[config.mk]
export PLATFORM = sky130hd
export DESIGN_NAME = button_step_generator
export DESIGN_NICKNAME = d
export VERILOG_FILES = /design/src/rtl/button_step_generator.sv
export SDC_FILE = /design/constraint.sdc
export NUM_CORES = 1
export LEC_CHECK = 0
export CAP_MARGIN = 20
export CORE_ASPECT_RATIO = 0.8
export CORE_MARGIN = 5
export CORE_UTILIZATION = 60
export DETAILED_ROUTE_END_ITERATION = 10
export PLACE_DENSITY = 0.77
export SLEW_MARGIN = 20
export SYNTH_ARGS = -nofsm -noshare
export SYNTH_HDL_FRONTEND = slang
export SYNTH_SLANG_ARGS = --single-unit
[constraint.sdc]
create_clock -name clk_in -period 2.3 [get_ports clk_in]
set_input_delay 0.345 -clock clk_in [delete_from_list [all_inputs] [get_ports clk_in]]
set_output_delay 0.345 -clock clk_in [all_outputs]
set_load 0.02 [all_outputs]
[src/rtl/button_step_generator.sv]
// Debounced four-way button front end that drives a one-pixel step pulse
// with a slow auto-repeat phase that accelerates into a fast phase.
module button_step_generator #(
  parameter int DEBOUNCE_CYCLES = 500000,
  parameter int REPEAT_SLOW     = 5000000,
  parameter int REPEAT_FAST     = 1000000,
  parameter int ACCEL_COUNT     = 8
) (
  input  logic clk_in,
  input  logic rst_in,
  input  logic BTN_EAST,
  input  logic BTN_WEST,
  input  logic BTN_NORTH,
  input  logic BTN_SOUTH,
  output logic dir_east,
  output logic dir_west,
  output logic dir_north,
  output logic dir_south,
  output logic step_tick
);

  localparam int DW = (DEBOUNCE_CYCLES > 1) ?
                      $clog2(DEBOUNCE_CYCLES) : 1;
  localparam int RMAX = (REPEAT_SLOW > REPEAT_FAST) ?
                        REPEAT_SLOW : REPEAT_FAST;
  localparam int IW = (RMAX > 1) ? $clog2(RMAX) : 1;
  localparam int RW = (ACCEL_COUNT > 1) ?
                      $clog2(ACCEL_COUNT) : 1;

  localparam logic [DW-1:0] DLAST = DW'(DEBOUNCE_CYCLES - 1);
  localparam logic [IW-1:0] SLAST = IW'(REPEAT_SLOW - 1);
  localparam logic [IW-1:0] FLAST = IW'(REPEAT_FAST - 1);
  localparam logic [RW-1:0] ALAST = RW'(ACCEL_COUNT - 1);

  typedef enum logic [1:0] {
    IDLE = 2'd0,
    SLOW = 2'd1,
    FAST = 2'd2
  } state_t;

  // bit order everywhere: 0 east, 1 west, 2 north, 3 south
  logic [3:0]    w_btn;
  logic [3:0]    r_s1;
  logic [3:0]    r_s2;
  logic [3:0]    r_stable;
  logic [DW-1:0] r_dcnt [4];
  logic [3:0]    w_eff;
  logic [3:0]    r_dir;
  logic          w_active;
  logic          w_new;
  state_t        r_state;
  logic [IW-1:0] r_int;
  logic [RW-1:0] r_rep;
  logic          r_tick;

  assign w_btn = {BTN_SOUTH, BTN_NORTH, BTN_WEST, BTN_EAST};

  always_ff @(posedge clk_in) begin
    if (rst_in) begin
      r_s1 <= '0;
      r_s2 <= '0;
    end else begin
      r_s1 <= w_btn;
      r_s2 <= r_s1;
    end
  end

  always_ff @(posedge clk_in) begin
    if (rst_in) begin
      r_stable <= '0;
      r_dcnt   <= '{default: '0};
    end else begin
      for (int i = 0; i < 4; i++) begin
        if (r_s2[i] == r_stable[i]) begin
          r_dcnt[i] <= '0;
        end else if (r_dcnt[i] == DLAST) begin
          r_stable[i] <= ~r_stable[i];
          r_dcnt[i]   <= '0;
        end else begin
          r_dcnt[i] <= r_dcnt[i] + 1'b1;
        end
      end
    end
  end

  assign w_eff[0] = r_stable[0] & ~r_stable[1];
  assign w_eff[1] = r_stable[1] & ~r_stable[0];
  assign w_eff[2] = r_stable[2] & ~r_stable[3];
  assign w_eff[3] = r_stable[3] & ~r_stable[2];

  assign w_active = |w_eff;
  // r_dir holds through a tick cycle, so a press landing there is
  // still seen as new one cycle later instead of being lost
  assign w_new = (|(w_eff & ~r_dir)) & ~r_tick;

  always_ff @(posedge clk_in) begin
    if (rst_in) begin
      r_dir <= '0;
    end else if (!r_tick) begin
      r_dir <= w_eff;
    end
  end

  always_ff @(posedge clk_in) begin
    if (rst_in) begin
      r_state <= IDLE;
      r_int   <= '0;
      r_rep   <= '0;
      r_tick  <= 1'b0;
    end else begin
      r_tick <= 1'b0;
      unique case (r_state)
        IDLE: begin
          r_int <= '0;
          r_rep <= '0;
          if (w_active && !r_tick) begin
            r_tick  <= 1'b1;
            r_state <= SLOW;
          end
        end
        SLOW: begin
          if (!w_active) begin
            r_state <= IDLE;
            r_int   <= '0;
            r_rep   <= '0;
          end else if (w_new) begin
            r_tick <= 1'b1;
            r_int  <= '0;
            r_rep  <= '0;
          end else if (r_int == SLAST) begin
            if (!r_tick) begin
              r_tick <= 1'b1;
              r_int  <= '0;
              if (r_rep == ALAST) begin
                r_state <= FAST;
              end else begin
                r_rep <= r_rep + 1'b1;
              end
            end
          end else begin
            r_int <= r_int + 1'b1;
          end
        end
        FAST: begin
          if (!w_active) begin
            r_state <= IDLE;
            r_int   <= '0;
            r_rep   <= '0;
          end else if (w_new) begin
            r_tick  <= 1'b1;
            r_state <= SLOW;
            r_int   <= '0;
            r_rep   <= '0;
          end else if (r_int == FLAST) begin
            if (!r_tick) begin
              r_tick <= 1'b1;
              r_int  <= '0;
            end
          end else begin
            r_int <= r_int + 1'b1;
          end
        end
        default: begin
          r_state <= IDLE;
          r_int   <= '0;
          r_rep   <= '0;
        end
      endcase
    end
  end

  assign dir_east  = r_dir[0];
  assign dir_west  = r_dir[1];
  assign dir_north = r_dir[2];
  assign dir_south = r_dir[3];
  assign step_tick = r_tick;

endmodule

== Word-level counts from Yosys, hierarchy flattened ==
Cells that the tools add are included.
Cells by class
  add/sub/neg operators: 6
  $mul: 0
  div/mod/pow operators: 0
  $lt $le $gt $ge: 0
  equality and inequality tests: 22
  shifts and indexed selects: 0
  mux-type cells: 34
  bitwise logic cells: 16
  reduce and logical (&&, ||, !) cells: 15
Operators by type and width (number)
  23-bit 2-to-1 mux: 7
  19-bit by 1-bit adder with 19-bit output, second input constant: 4
  19-bit == test, second input constant: 4
  23-bit one-hot mux with 2 select lines: 1
  23-bit by 1-bit adder with 23-bit output, second input constant: 1
  23-bit by 20-bit == test with 1-bit output, second input constant: 1
  23-bit == test, second input constant: 1
  3-bit 2-to-1 mux: 7
  2-bit 2-to-1 mux: 8
  3-bit != test, second input constant: 5
  4-bit != test, second input constant: 3
  3-bit OR reduction: 4
  1-bit inverter: 9
  1-bit 2-to-1 mux: 8
  2-bit AND reduction: 4
  4-bit OR reduction: 2
  2-bit one-hot mux with 3 select lines: 1
  3-bit one-hot mux with 2 select lines: 1
  6-bit AND reduction: 1
  1-bit AND: 5
  4-bit AND: 1
  1-bit == test: 4
  4-bit inverter: 1
  4-bit AND reduction: 1
  other kinds (9): 9
Storage, ports and cells
  register bits: 121
  latch bits: 0
  RAM bits: 0
  bits in read-only memories: 0
  memories: 0

== Logic depth before layout (Yosys ltp) ==
  depth after elaboration: 8
  depth in mapped cells: 9

== Worst setup path before layout ==
OpenSTA, ideal clock, no wires.
  path kind: reg-to-reg
  start point: reg r_int[0]
  end point: reg r_int[0]
  setup time: 0.073 ns
  data arrival time: 1.914 ns
  slack: 0.313 ns
  stages on the path, launching flop included: 9
  cell sequence: dfxtp_1 ha_1 and3_1 nand4_1 nor2_2 a22oi_1 or3_1 buf_2 mux2i_4
Between the ends
  cells in the longest elaborated chain, start to end: 5
Ends and longest elaborated chain
  start, declared: RTL line 52  | logic [IW-1:0] r_int;
  start signal, assigned: RTL line 141  | r_int <= r_int + 1'b1;
  start signal, assigned: RTL line 160  | r_int <= r_int + 1'b1;
  23-bit by 1-bit adder with 23-bit output (tied with other cells): RTL line 141, 160
  23-bit 2-to-1 mux, on equally long branches: RTL line 154, 130
  23-bit 2-to-1 mux, on equally long branches: RTL line 149, 126
  23-bit 2-to-1 mux, on equally long branches: RTL line 145, 122
  23-bit one-hot mux with 2 select lines (*): RTL line 112  | unique case (r_state)
Mark *: on every way between the ends. The rest lies on a longest branch, timed or not.
A chain may end at the register's enable or synchronous reset.

== Worst setup path in the final report ==
  start point: reg r_stable[2]
  end point: reg r_int[17]
Between the ends
  cells in the longest elaborated chain, start to end: 8
Ends and longest elaborated chain
  start, declared: RTL line 45  | logic [3:0] r_stable;
  start signal, assigned by index: RTL line 77  | r_stable[i] <= ~r_stable[i];
  1-bit inverter: RTL line 89  | assign w_eff[3] = r_stable[3] & ~r_stable[2];
  1-bit AND: RTL line 89
  4-bit AND: RTL line 94  | assign w_new = (|(w_eff & ~r_dir)) & ~r_tick;
  4-bit OR reduction: RTL line 94
  1-bit AND: RTL line 94
  23-bit 2-to-1 mux, on equally long branches: RTL line 149, 126
  23-bit 2-to-1 mux, on equally long branches: RTL line 145, 122
  23-bit one-hot mux with 2 select lines (*): RTL line 112
Marked as above.

==> impl_results.md <==
* Status: finished clean
* Initial antenna violation count at 0
* Post-Syn Area at between 0.005 and 0.006 mm2
* Clock network power share at about half
* Grt ovf at 0
* Largest net degree at the start of global routing at 28
* Non-filler cells, final at 782
* Clock H-tree levels at 4
* Final setup fails at 0
* Max-cap violations at 0
* Commonest non-fill, non-tap cell in the layout: dfxtp_1
* Period utilization at between 90% and 100%
* Relative slew slack at about three fifths
* CTS tree: yes
* Net Sw Power at just over 900 uW
* First DRT Iteration DRCs at roughly 330
* Worst EP required at around 2600 ps
* Clock transition at path regs at 50 ps
* Synth Flop Type: dfxtp_1
* Worst-Skew Late Latency at approximately 400 ps
* CP Capture Point: r_int[17]
* Pins Over Slew Limit at 0
* Worst path slowest cell: dfxtp_1
* RSZ-0062 raised after global routing: no
* Logic pwr share at 2.4%
* # fillers at 690
* R2r setup slk at ~190 ps
* Yosys cell types at 51
* Worst R2R Path Depth at 8
* Vias in the first global route at 4209
* Cts hold-fix bufs at 0
* Vias per inst at around 5.5
* Die Y at roughly 96 um
* First-pass detailed-route iteration total at 4
* R2R Path End: r_int[17]
* Post-route DRC at 0
* Crit path max fanout at 4
* Setup total negative slack at 0 ps
* Worst-path cell chain: inv_1 > ha_1 > and2_0 > nor2_1 > o21ai_0 > a21o_1 > or3_1 > o211ai_1
* Seq/Total Area, Yosys at a little over two fifths
* Post-layout nets at 677
* Via count at roughly 4300
* Synth Instances at between 600 and 700
* Worst-Margin Slew at 628.5 ps
* CP max stage delay at slightly below 400 ps
* FP Rows at 31
* Final Total Pwr at between 4000 and 5000 uW
* Final instance area at 0.006277 mm2
* Placed cell areas at about 0.0058 mm2
* GP Congestion at 0.8736
* Critical path class: flop to flop
* Min-Delay Path Class: flop to flop
* Crit path time final at between 2000 and 2500 ps
* Core footprint at 0.009037 mm2
* Power density over cell area at between 700 and 800 mW/mm2
* Commonest non-fill, non-tap cells in the layout: dfxtp_1 (121), nor2_1 (114), nand2_1 (53)
* Arrival time at the worst endpoint at ~2400 ps
* Post-synth top area cell: dfxtp_1
* Internal power at ~3600 uW
* Detail Route Antenna Nets at 0
* DR WL/cell at about 14 um
* R2R Path Start: r_stable[2]
* Placed instance count at 751
* Die area at ~0.011 mm2
* CTS Buf Count at 17
* Synth-to-layout area growth at 13.71%
* Register bit count reported by yosys at between 100 and 150
* Synth top area cells: dfxtp_1 (44%), nor2_1 (7.8%), xor2_1 (7.6%), xnor2_1 (6.2%), nand2_1 (3.6%)
* Fraction of registers with async set or reset after synthesis at 0%
* Avg Cell Area, Syn at between 8 and 9 um2
* Maximum vdd drop at 0.0006242 V
* Input/output buffers at 10
* Max Root-Sink Buffers at 2
* Number of flops mapped to enable cells by yosys at 0
* # clock sinks at approximately 120
* Final HPWL DP at roughly 7200 um
* Max Freq at around 470 MHz
* Setup bufs post-CTS at 0
* # resized after CTS at 0
* Crit path from: r_stable[2]
* Die X at between 100 and 150 um
* Starting density of the core at 61.08%
* CTS root buf: clkbuf_16
* Tot GR Track Use at just over 20%
* Num ports at 11
* LEAKAGE at ~0.002 uW
* Post-synth top area share at between 40% and 50%
* Diode count at 0
* Fraction of layout cells with a size suffix above 1 at under 10%
* Final WL at between 10000 and 15000 um
* Syn Nets at roughly 660
* Setup crit end kind: flop
* Yosys warns at 0
* Final Hold Viols at 0
* Sw Ratio at between 20% and 30%
* Worst Clk Skew at 5.728 ps
* Startpoint Class: flop
* Flop pwr share at 46.7%
* First-pass GRT wire length at ~19000 um
-- registers in the layout (all words and copies together), names as in the netlist --
| register | cells |
|---|---|
| r_s2 | 4 |
| r_int | 23 |
| r_stable | 4 |
| r_dcnt | 76 |
| r_dir | 4 |
| step_tick | 1 |
| r_rep | 3 |
| r_state | 2 |
| r_s1 | 4 |
-- worst min-delay path by stage --
| stage | end | depth (start not counted) | start |
|---|---|---|---|
| final | r_s2[3] | 1 | r_s1[3] |
| after global routing | r_s2[2] | 1 | r_s1[2] |
| after CTS | r_s2[3] | 1 | r_s1[3] |
| after detailed placement | r_s2[3] | 1 | r_s1[3] |
| after global placement | r_dcnt[38] | 1 | r_dcnt[38] |
| after floorplan | r_dcnt[38] | 1 | r_dcnt[38] |
-- per-stage QoR --
stage	hold WS [ps]	utilization (%)	setup slack (ps)
detailed placement	438.7	63.64	128.9
global route	457.4	69.46	24.12
finish	441.8	69.46	188.6
floorplan	413.2	-	313.1
CTS	449.8	69.38	58.91
global placement	425.3	63.64	217.3
-- Yosys cell counts, types with 2 or more instances --
library cell	number
nand2b_1	7
nand4_1	24
and3_1	11
buf_1	2
nand2_1	53
xor2_1	48
nor3_1	10
xnor2_1	39
nor4b_1	11
or3_1	12
mux2i_1	8
o21a_1	2
dfxtp_1	121
nor2_1	114
o31ai_1	2
or4_4	2
o21ai_1	2
and2_0	2
inv_1	18
o21ai_0	16
a21oi_1	13
and4_1	9
o211ai_1	2
nor2b_1	10
clkbuf_1	8
buf_2	4
nand3_1	35
or2_2	3
buf_4	2
nor4_1	6
ha_1	15
and2_1	4
-- routing by layer --
metal	up-vias	global-route usage, %	share of wire (%)
li1	2211	-	-
met1	2049	25.24	47
met2	63	35.22	49
met3	13	4.463	3.3
met4	0	8.500	1.3
met5	-	0	0
-- cell type report --
class | count | area [um2] | share of cell area (%)
multi-input cells | 479 | 2958 | 47.12
flip-flops and latches | 121 | 2422 | 38.59
clock buffers | 27 | 503.0 | 8.013
repair buffers | 19 | 167.7 | 2.671
well taps | 115 | 143.9 | 2.292
inverters | 18 | 67.56 | 1.076
clock inverters | 3 | 15.01 | 0.2392
-- power groups by stage --
stage               Sequential [uW]  Clock, uW  Combinational, uW
finish                         2120       2310                110
global route                   2120       2470                120
CTS                            2120       2350                109
detailed placement             2170          0                108
global placement               2160          0                103
floorplan                      2160          0               79.5
-- logic make-up (layout without fill, tap and decap cells) --
family | Yosys count | in the layout | synth area share (%)
xor gates and xnor gates | 87 | 87 | 13.80
AOI/OAI and AO/OA | 47 | 47 | 5.304
and+or+nand+nor | 321 | 321 | 29.22
muxes | 9 | 9 | 1.859
DFF | 121 | 121 | 43.88
buffers and inverters | 34 | 67 | 2.538
adders and majority gates | 15 | 15 | 3.400
-- worst max-delay path, delay by kind of cell (launching register included) --
family,cells,cell delay [ps]
and+or+nand+nor,3,800
adders and majority gates,1,300
buffers and inverters,1,70
DFF,1,390
AOI/OAI and AO/OA,3,500
No activity file was read; power rests on OpenSTA's default activity.
